File: src/rtl/mrv_bus_pkg.sv
// Shared types and constants for the miniRV data-bus bridge.
// Holds the bridge state encoding, the default timeout, the error read
// value and the helpers that derive the device-select field width.
package mrv_bus_pkg;

  typedef enum logic [1:0] {
    ST_IDLE   = 2'd0,
    ST_ACCESS = 2'd1,
    ST_RESP   = 2'd2
  } bus_state_e;

  // Default number of ACCESS cycles without ack before an access is aborted.
  localparam int DEF_TIMEOUT_CYC = 16;

  // Every bit of the read data returned with an error response.
  localparam logic ERR_RDATA_BIT = 1'b0;

  // Width of the device-select field for a given channel count.
  function automatic int sel_width(input int num_dev);
    return (num_dev > 1) ? $clog2(num_dev) : 1;
  endfunction

  // Width of the address tag above the device-select field.
  function automatic int tag_width(input int addr_w, input int sel_lsb, input int num_dev);
    return addr_w - sel_lsb - sel_width(num_dev);
  endfunction

endpackage

File: src/rtl/mrv_bus_decode.sv
// Combinational address decoder for the data-bus bridge.
// Takes the address bits above the device offset, reports whether the tag
// matches BASE_TAG and which device channel the select field names.
module mrv_bus_decode
  import mrv_bus_pkg::*;
#(
  parameter int                ADDR_W   = 32,
  parameter int                SEL_LSB  = 12,
  parameter int                NUM_DEV  = 4,
  parameter logic [ADDR_W-1:0] BASE_TAG = ADDR_W'('hFFFFF >> sel_width(NUM_DEV))
) (
  input  logic [ADDR_W-SEL_LSB-1:0]       page,
  output logic                            hit,
  output logic [sel_width(NUM_DEV)-1:0]   sel
);

  localparam int SEL_W = sel_width(NUM_DEV);
  localparam int TAG_W = tag_width(ADDR_W, SEL_LSB, NUM_DEV);

  // Select field sits directly above the device offset; the tag is the rest.
  assign sel = page[SEL_W-1:0];
  assign hit = (page[ADDR_W-SEL_LSB-1:SEL_W] == BASE_TAG[TAG_W-1:0]);

endmodule

File: src/rtl/mrv_dbus_bridge.sv
// Data-bus bridge between the miniRV core data port and NUM_DEV slaves.
// The core request is decoded, latched and presented as a one-hot dev_req
// until the selected slave acks; the core is stalled meanwhile and gets a
// one-cycle cpu_rvalid pulse with read data and an error flag.
// Optional access timeout: define BUS_TIMEOUT_EN.
// Handshake: the core holds cpu_req until cpu_rvalid; a slave completes an
// access by raising dev_ack[sel] in any cycle while dev_req[sel] is high.
module mrv_dbus_bridge
  import mrv_bus_pkg::*;
#(
  parameter int                ADDR_W      = 32,
  parameter int                DATA_W      = 32,
  parameter int                NUM_DEV     = 4,
  parameter int                SEL_LSB     = 12,
  parameter logic [ADDR_W-1:0] BASE_TAG    = ADDR_W'('hFFFFF >> sel_width(NUM_DEV)),
  parameter int                TIMEOUT_CYC = DEF_TIMEOUT_CYC
) (
  input  logic                      fpga_clk,
  input  logic                      fpga_rst,
  input  logic                      cpu_req,
  input  logic                      cpu_we,
  input  logic [ADDR_W-1:0]         cpu_addr,
  input  logic [DATA_W-1:0]         cpu_wdata,
  input  logic [DATA_W/8-1:0]       cpu_wstrb,
  output logic                      cpu_stall,
  output logic                      cpu_rvalid,
  output logic [DATA_W-1:0]         cpu_rdata,
  output logic                      cpu_err,
  output logic [NUM_DEV-1:0]        dev_req,
  output logic                      dev_we,
  output logic [SEL_LSB-1:0]        dev_addr,
  output logic [DATA_W-1:0]         dev_wdata,
  output logic [DATA_W/8-1:0]       dev_wstrb,
  input  logic [NUM_DEV-1:0]        dev_ack,
  input  logic [NUM_DEV*DATA_W-1:0] dev_rdata,
  output bus_state_e                dbg_state
);

  localparam int SEL_W  = sel_width(NUM_DEV);
  localparam int STRB_W = DATA_W / 8;

  // Unsupported parameter sets stop elaboration.
  if ((DATA_W % 8) != 0 || NUM_DEV < 2 || (NUM_DEV & (NUM_DEV - 1)) != 0 ||
      TIMEOUT_CYC < 1) begin : g_bad_cfg
    $error("mrv_dbus_bridge: unsupported parameter set");
  end

  bus_state_e          state_q;
  logic [SEL_W-1:0]    sel_q;
  logic                we_q;
  logic [SEL_LSB-1:0]  addr_q;
  logic [DATA_W-1:0]   wdata_q;
  logic [STRB_W-1:0]   wstrb_q;
  logic [NUM_DEV-1:0]  dev_req_q;
  logic [DATA_W-1:0]   rdata_q;
  logic                err_q;
  logic                rvalid_q;

  logic                dec_hit;
  logic [SEL_W-1:0]    dec_sel;
  logic                ack_sel;
  logic [DATA_W-1:0]   rdata_sel;

`ifdef BUS_TIMEOUT_EN
  localparam int TMO_W = $clog2(TIMEOUT_CYC + 1);
  logic [TMO_W-1:0]    tmo_q;
`endif

  mrv_bus_decode #(
    .ADDR_W   (ADDR_W),
    .SEL_LSB  (SEL_LSB),
    .NUM_DEV  (NUM_DEV),
    .BASE_TAG (BASE_TAG)
  ) u_decode (
    .page (cpu_addr[ADDR_W-1:SEL_LSB]),
    .hit  (dec_hit),
    .sel  (dec_sel)
  );

  // Only the latched channel's ack and read data are looked at.
  assign ack_sel   = dev_ack[sel_q];
  assign rdata_sel = dev_rdata[int'(sel_q)*DATA_W +: DATA_W];

  // Stall follows the request while idle and is forced during the access.
  always_comb begin
    cpu_stall = 1'b0;
    case (state_q)
      ST_IDLE:   cpu_stall = cpu_req;
      ST_ACCESS: cpu_stall = 1'b1;
      default:   cpu_stall = 1'b0;
    endcase
  end

  // Bridge FSM: decode and latch in IDLE, wait for ack in ACCESS, respond in RESP.
  always_ff @(posedge fpga_clk or posedge fpga_rst) begin
    if (fpga_rst) begin
      state_q   <= ST_IDLE;
      sel_q     <= '0;
      we_q      <= 1'b0;
      addr_q    <= '0;
      wdata_q   <= '0;
      wstrb_q   <= '0;
      dev_req_q <= '0;
      rdata_q   <= '0;
      err_q     <= 1'b0;
      rvalid_q  <= 1'b0;
`ifdef BUS_TIMEOUT_EN
      tmo_q     <= '0;
`endif
    end else begin
      case (state_q)
        ST_IDLE: begin
          rvalid_q <= 1'b0;
          err_q    <= 1'b0;
          if (cpu_req) begin
            if (dec_hit) begin
              sel_q     <= dec_sel;
              we_q      <= cpu_we;
              addr_q    <= cpu_addr[SEL_LSB-1:0];
              wdata_q   <= cpu_wdata;
              wstrb_q   <= cpu_wstrb;
              dev_req_q <= NUM_DEV'(1) << dec_sel;
              state_q   <= ST_ACCESS;
`ifdef BUS_TIMEOUT_EN
              tmo_q     <= '0;
`endif
            end else begin
              rdata_q  <= {DATA_W{ERR_RDATA_BIT}};
              err_q    <= 1'b1;
              rvalid_q <= 1'b1;
              state_q  <= ST_RESP;
            end
          end
        end
        ST_ACCESS: begin
          if (ack_sel) begin
            dev_req_q <= '0;
            rdata_q   <= we_q ? '0 : rdata_sel;
            err_q     <= 1'b0;
            rvalid_q  <= 1'b1;
            state_q   <= ST_RESP;
          end
`ifdef BUS_TIMEOUT_EN
          else begin
            tmo_q <= tmo_q + 1'b1;
            // This cycle is the TIMEOUT_CYC-th without ack: abandon the slave.
            if (tmo_q == TMO_W'(TIMEOUT_CYC - 1)) begin
              dev_req_q <= '0;
              rdata_q   <= {DATA_W{ERR_RDATA_BIT}};
              err_q     <= 1'b1;
              rvalid_q  <= 1'b1;
              state_q   <= ST_RESP;
            end
          end
`endif
        end
        ST_RESP: begin
          rvalid_q <= 1'b0;
          err_q    <= 1'b0;
          state_q  <= ST_IDLE;
        end
        default: begin
          dev_req_q <= '0;
          rvalid_q  <= 1'b0;
          err_q     <= 1'b0;
          state_q   <= ST_IDLE;
        end
      endcase
    end
  end

  assign cpu_rvalid = rvalid_q;
  assign cpu_rdata  = rdata_q;
  assign cpu_err    = err_q;
  assign dev_req    = dev_req_q;
  assign dev_we     = we_q;
  assign dev_addr   = addr_q;
  assign dev_wdata  = wdata_q;
  assign dev_wstrb  = wstrb_q;
  assign dbg_state  = state_q;

endmodule
File: config.mk
export PLATFORM = sky130hd
export DESIGN_NAME = mrv_dbus_bridge
export DESIGN_NICKNAME = d
export VERILOG_FILES = /design/src/rtl/mrv_bus_pkg.sv /design/src/rtl/mrv_bus_decode.sv /design/src/rtl/mrv_dbus_bridge.sv
export SDC_FILE = /design/constraint.sdc
export NUM_CORES = 1
export LEC_CHECK = 0
export CAP_MARGIN = 30
export CELL_PAD_IN_SITES_DETAIL_PLACEMENT = 2
export CELL_PAD_IN_SITES_GLOBAL_PLACEMENT = 2
export CORE_ASPECT_RATIO = 0.7
export CORE_MARGIN = 1
export CORE_UTILIZATION = 24
export DETAILED_ROUTE_END_ITERATION = 8
export MAX_ROUTING_LAYER = met4
export PLACE_DENSITY_LB_ADDON = 0.1
export SETUP_SLACK_MARGIN = 0.02
export SLEW_MARGIN = 20
export SYNTH_ARGS = -nofsm -noshare
export SYNTH_HDL_FRONTEND = slang
export SYNTH_SLANG_ARGS = --single-unit
File: constraint.sdc
create_clock -name fpga_clk -period 6.42 [get_ports fpga_clk]
set_clock_uncertainty 0.2 [all_clocks]
set_input_delay 1.926 -clock fpga_clk [delete_from_list [all_inputs] [get_ports fpga_clk]]
set_output_delay 1.926 -clock fpga_clk [all_outputs]
set_load 0.01 [all_outputs]
==> flow_summary.json, run 1 <==
{
  "routedWlPerCell_um": 19.4,
  "synth_commonest_cells": "91 x dfrtp_1, 55 x mux2_2, 33 x mux4_2",
  "use_met3_pct": 5.08,
  "nNetsFinal": 789,
  "holdWs_ns": 0.286,
  "p_int_w": 0.00105,
  "crit_path_start_kind": "input pin",
  "vias": 3685,
  "syn_area_um2": 4600,
  "boundaryPins": 294,
  "clkSinkCount": 91,
  "clock_path_buffers": 2,
  "met2_usage_pct": 28.0,
  "routed_wl_mm": 16.0,
  "synth_cells": 293,
  "cts_tree": "done",
  "rsz0062_at_grt": "false",
  "critPathCaptureType": "output port",
  "crit_family": "buffers and inverters",
  "synth_edf_count": 0,
  "core_um2": 18400,
  "numCtsBuffers": 9,
  "whs_path_depth": 1,
  "cp_num_buf_inv": 2,
  "fmax_mhz": 191,
  "insertion_delay_ns": 0.35,
  "yosysSeqAreaShare_pct": 49.5,
  "peakVddDrop_mv": 0.0901,
  "post-route-drc-count": 0,
  "busiest_layer": "met2",
  "cp_max_fo": 2,
  "required_ns": 4.29,
  "root_buffer": "clkbuf_16",
  "ant_nets": 0,
  "reg2reg_setup_slack_ns": 4.05,
  "synth_seq_cells": 91,
  "r2r_end": "cpu_rdata[17]$_DFFE_PP0P_",
  "place_congestion": 0.739,
  "synth.area.top_cells": "dfrtp_1 50%, mux4_2 16%, mux2_2 13%, mux2_4 9.1%, nor2b_1 4.4%",
  "yosysMostFrequentCell": "dfrtp_1",
  "die_y_um": 118,
  "min_to": "cpu_rvalid$_DFFE_PP0P_",
  "r2r-start": "sel_q[0]$_DFFE_PP0P_",
  "hpwl_mm": 12.8,
  "grt_pass1_wl_mm": 25.0,
  "max-cap-violations": 0,
  "finalSetupTns_ns": 0,
  "fin_ws_ns": 1.19,
  "final.fill_count": 1809,
  "drt_iter0_drc": 79,
  "syn_area_per_cell_um2": 15.7,
  "finalSetupViolCount": 0,
  "p_leak_nw": 3.41,
  "combPwrFrac_pct": 13.8,
  "sw_frac_of_total_pct": 21.1,
  "fp-row-count": 41,
  "fin_crit_sh_pct": 81.4,
  "hold_viol_final": 0,
  "syn_nets": 497,
  "dieWidth_um": 167,
  "power.switching_w": 0.000282,
  "synthArstFlopShare_pct": 100,
  "antenna_found_initial": 1,
  "pre_cts_slack_ns": 1.19,
  "grt_max_degree": 61,
  "worst_slew_pin_slew_ns": 0.775,
  "cp_cell_sequence": "clkdlybuf4s50_1, o21ba_2, clkdlybuf4s50_1",
  "worstSetupPathType": "input pin to output port",
  "worstPathArrival_ns": 3.10,
  "initial_core_util_pct": 25.0,
  "hold_buffers": 0,
  "grt_use_total_pct": 17.3,
  "synth_cell_types": 25,
  "power.density_nw_per_um2": 164,
  "cp_slowest_cell": "clkdlybuf4s50_1",
  "path_clk_slew_ns": 0.06,
  "seqPwrFrac_pct": 43.2,
  "gr-total-overflow": 0,
  "dieArea_um2": 19700,
  "yosysWarnings": 0,
  "drtPass1Iterations": 4,
  "h-tree-depth": 3,
  "place.port_buffers": 293,
  "slew_headroom_pct": 48.4,
  "post-cts-setup-buffer-count": 0,
  "cpPeakStageDelay_ns": 0.54,
  "synthFlopType": "dfrtp_1",
  "maxSlewViolCount": 0,
  "rr_worst_depth": 6,
  "layout-drive-gt1-share_pct": 25.0,
  "yosysTopAreaCell": "dfrtp_1",
  "cp_common_cell": "clkdlybuf4s50_1",
  "via_per_inst": 4.46,
  "grtUsageMet1_pct": 20.7,
  "status": "complete, no violations",
  "area_delta_synth_final_pct": 76.5,
  "grt_pass1_vias": 4180,
  "period_needed_ns": 5.23,
  "hold_class": "register to register",
  "yosysTopAreaCellShare_pct": 49.5,
  "p_clk_share_pct": 43.0,
  "cts_resized": 0,
  "min_from": "cpu_rvalid$_DFFE_PP0P_"
}
-- worst max path at each step --
stage               startpoint             endpoint  slack [ns]  cells after the start
finish                 cpu_req            cpu_stall        1.19                      3
detailed placement     cpu_req            cpu_stall        1.19                      3
CTS                    cpu_req            cpu_stall        1.19                      3
floorplan             fpga_rst  cpu_err$_DFFE_PP0P_        1.93                      1
global route           cpu_req            cpu_stall        1.17                      3
global placement       cpu_req            cpu_stall        1.18                      3
-- power by group through the flow --
stage                     Clock (W)  Combinational [W]  Sequential, W
after floorplan                   0          0.0000446       0.000587
final                      0.000574           0.000184       0.000576
after detailed placement          0           0.000186       0.000586
after global routing       0.000616           0.000196       0.000575
after global placement            0           0.000180       0.000586
after CTS                  0.000601           0.000188       0.000575
-- layer usage --
metal  vias to the layer above  wire length (um)
li1                       1663                 -
met4                         0               325
met3                        20              1060
met2                       159              7810
met1                      1843              6850
met5                         -                 0
-- layout by cell type (no fill, tap or decap) --
master,netlist,layout
a31oi_4,1,1
or2_2,2,2
nor3_1,1,1
inv_4,0,1
and2_1,1,1
o21ai_2,1,1
clkbuf_16,0,9
clkinv_4,0,1
dfrtp_1,91,90
buf_16,0,1
clkinv_2,0,1
nand3_2,0,1
nor2_1,3,3
mux4_2,33,33
a21o_1,1,1
nor2b_1,32,32
clkinvlp_4,0,1
o21ai_0,2,2
a22o_1,1,1
mux2_2,55,55
nand4_1,4,4
mux2i_1,4,4
diode_2,0,1
bufinv_16,0,2
nand2_1,7,7
o21ba_2,1,1
inv_6,0,1
nand2b_1,3,3
mux2_4,28,28
clkdlybuf4s50_1,0,293
dfrtp_2,0,1
buf_4,1,7
-- state kept, by name, summed over array words and instances, names as in the netlist --
| signal | flops |
|---|---|
| dev_req | 4 |
| dev_wdata | 32 |
| dev_addr | 12 |
| dev_wstrb | 4 |
| dev_we | 1 |
| sel_q | 2 |
| cpu_rvalid | 1 |
| dbg_state | 2 |
| cpu_rdata | 32 |
| cpu_err | 1 |
-- cell type report --
type	count	area (um^2)	share of cell area [%]
diodes	1	2.50	0.0308
clock buffers	9	225	2.78
clock inverters	6	90.1	1.11
inverters	1	6.26	0.0771
multi-input cells	181	2200	27.2
flip-flops and latches	91	2280	28.1
well taps	236	295	3.64
repair buffers	301	3010	37.1
-- through the flow --
| stage | area [um^2] | utilization, % | instances | power [W] |
|---|---|---|---|---|
| CTS | 8110 | 44.2 | 825 | 0.00136 |
| global placement | 7770 | 42.3 | 809 | 0.000766 |
| finish | 8120 | 44.2 | 826 | 0.00133 |
| global route | 8120 | 44.2 | 826 | 0.00139 |
| detailed placement | 7800 | 42.5 | 810 | 0.000773 |
| floorplan | 4600 | - | 293 | 0.000632 |
-- logic make-up (layout without fill, tap and decap cells) --
group                  after synthesis  in the layout  share of synthesized area, %
and+or+nand+nor                     54             54                          6.75
other                                0              1                             0
muxes                              120            120                          39.6
buffers and inverters               21            317                          2.64
AOI/OAI and AO/OA                    7              7                          1.44
DFF                                 91             91                          49.5
(Power assumes the default switching activity.)
==> run 2, diff against run 1 <==
CORE_UTILIZATION = 20   (was 24)
clock period = 4.5 ns   (was 6.42 ns; I/O delays follow)
==> flow_summary.json, run 2 (same netlist as run 1, synthesis figures left out) <==
{
  "final_common_cell": "clkdlybuf4s50_1",
  "finalSetupViolCount": 0,
  "worstSetupPathType": "input pin to output port",
  "grt_max_degree": 57,
  "dieArea_um2": 23600,
  "area_delta_synth_final_pct": 77.1,
  "period_needed_ns": 4.08,
  "status": "complete, no violations",
  "crit_path_start_kind": "input pin",
  "maxSlewViolCount": 0,
  "post-cts-setup-buffer-count": 0,
  "min_to": "cpu_rvalid$_DFFE_PP0P_",
  "place.port_buffers": 293,
  "h-tree-depth": 3,
  "path_clk_slew_ns": 0.07,
  "critPathCaptureType": "output port",
  "via_per_inst": 4.08,
  "required_ns": 2.95,
  "initial_core_util_pct": 20.3,
  "insertedDiodeCount": 0,
  "slew_headroom_pct": 49.0,
  "peakVddDrop_mv": 0.174,
  "cp_max_fo": 2,
  "r2r-start": "sel_q[0]$_DFFE_PP0P_",
  "worstPathArrival_ns": 2.53,
  "hold_viol_final": 0,
  "routed_wl_mm": 16.5,
  "post-route-drc-count": 0,
  "cts_resized": 0,
  "finalSetupTns_ns": 0,
  "r2r_end": "cpu_rdata[0]$_DFFE_PP0P_",
  "fp-row-count": 46,
  "die_y_um": 129,
  "whs_path_depth": 1,
  "gr-total-overflow": 0,
  "grt_pass1_vias": 4311,
  "hold_class": "register to register",
  "min_from": "cpu_rvalid$_DFFE_PP0P_",
  "cp_common_cell": "clkdlybuf4s50_1",
  "clkSinkCount": 91,
  "fmax_mhz": 245,
  "power.density_nw_per_um2": 221,
  "reg2reg_setup_slack_ns": 2.17,
  "insertion_delay_ns": 0.34,
  "ant_nets": 0,
  "numCtsBuffers": 9,
  "fin_crit_sh_pct": 90.7,
  "cp_num_buf_inv": 2,
  "dieWidth_um": 183,
  "nNetsFinal": 788,
  "cpPeakStageDelay_ns": 0.54,
  "p_leak_nw": 3.37,
  "most-common-layout-cells": "293 x clkdlybuf4s50_1, 90 x dfrtp_1, 55 x mux2_2",
  "place_congestion": 0.689,
  "hold_buffers": 0,
  "grt_use_total_pct": 14.9,
  "rsz0062_at_grt": "false",
  "clock_path_buffers": 2,
  "rr_worst_depth": 5,
  "antenna_found_initial": 0,
  "boundaryPins": 294,
  "root_buffer": "clkbuf_16",
  "core_um2": 22600,
  "cts_tree": "done",
  "crit_family": "buffers and inverters",
  "routedWlPerCell_um": 18.3,
  "worst_slew_pin_slew_ns": 0.765,
  "hpwl_mm": 13.1,
  "fin_cells": 901,
  "layout-drive-gt1-share_pct": 24.8,
  "drtPass1Iterations": 4,
  "vias": 3678,
  "placed_cells": 885,
  "max-cap-violations": 0,
  "drt_iter0_drc": 100,
  "cp_slowest_cell": "clkdlybuf4s50_1",
  "cp_cell_sequence": "clkdlybuf4s50_1, o21ba_2, clkdlybuf4s50_1",
  "grt_pass1_wl_mm": 25.4
}
[run 2: changes by cell type in the layout (fill, tap and decap cells not counted), sizes merged]
cell / delta
clkinv: -2
buf: -1
inv: +1
bufinv: -2
clkbuf: +1
diode: -1
clkinvlp: +3
[run 2: final cells by class]
class                      count  area (um^2)
clock inverter                 6         47.5
tap                          312          390
sequential                    91         2280
multi-input combinational    181         2200
inverter                       1         6.26
clock buffer                  10          229
timing repair buffer         300         2990
fill                        2326        14500
[run 2: worst register-to-register path, stage by stage (launching register included)]
cell and delay (ns):
dfrtp_2 0.43, mux4_2 0.42, o21ai_2 0.09, a31oi_4 0.13, buf_4 0.52, mux2_2 0.41
[run 2: where the power goes]
group	switching [W]	internal, W
clock network	0.000337	0.000379
logic	0.0000666	0.000193
registers	0.00000169	0.000819
total	0.000405	0.00139
[run 2: per-stage QoR]
stage / util, % / worst slack (ns) / power (W) / hold WS, ns / area, um^2
after floorplan: - / 0.586 / 0.000901 / 0.318 / 4600
after global placement: 34.8 / 0.424 / 0.00110 / 0.265 / 7870
after detailed placement: 34.8 / 0.401 / 0.00110 / 0.281 / 7870
after CTS: 36.0 / 0.401 / 0.00184 / 0.297 / 8140
after global routing: 36.0 / 0.377 / 0.00188 / 0.311 / 8140
final: 36.0 / 0.418 / 0.00180 / 0.285 / 8140
[run 2: worst max-delay path by stage]
stage | slack, ns | depth (start not counted) | startpoint | end
after floorplan | 0.59 | 1 | fpga_rst | cpu_err$_DFFE_PP0P_
after global placement | 0.42 | 3 | cpu_req | cpu_stall
after detailed placement | 0.40 | 3 | cpu_req | cpu_stall
after CTS | 0.40 | 3 | cpu_req | cpu_stall
after global routing | 0.38 | 3 | cpu_req | cpu_stall
final | 0.42 | 3 | cpu_req | cpu_stall
[run 2: layer usage]
layer	part of all wire [%]	vias up	global-route usage [%]
met4	0.78	0	3.43
met5	0	-	-
met1	41	1831	17.0
li1	-	1659	-
met2	49	179	24.6
met3	10	9	6.00
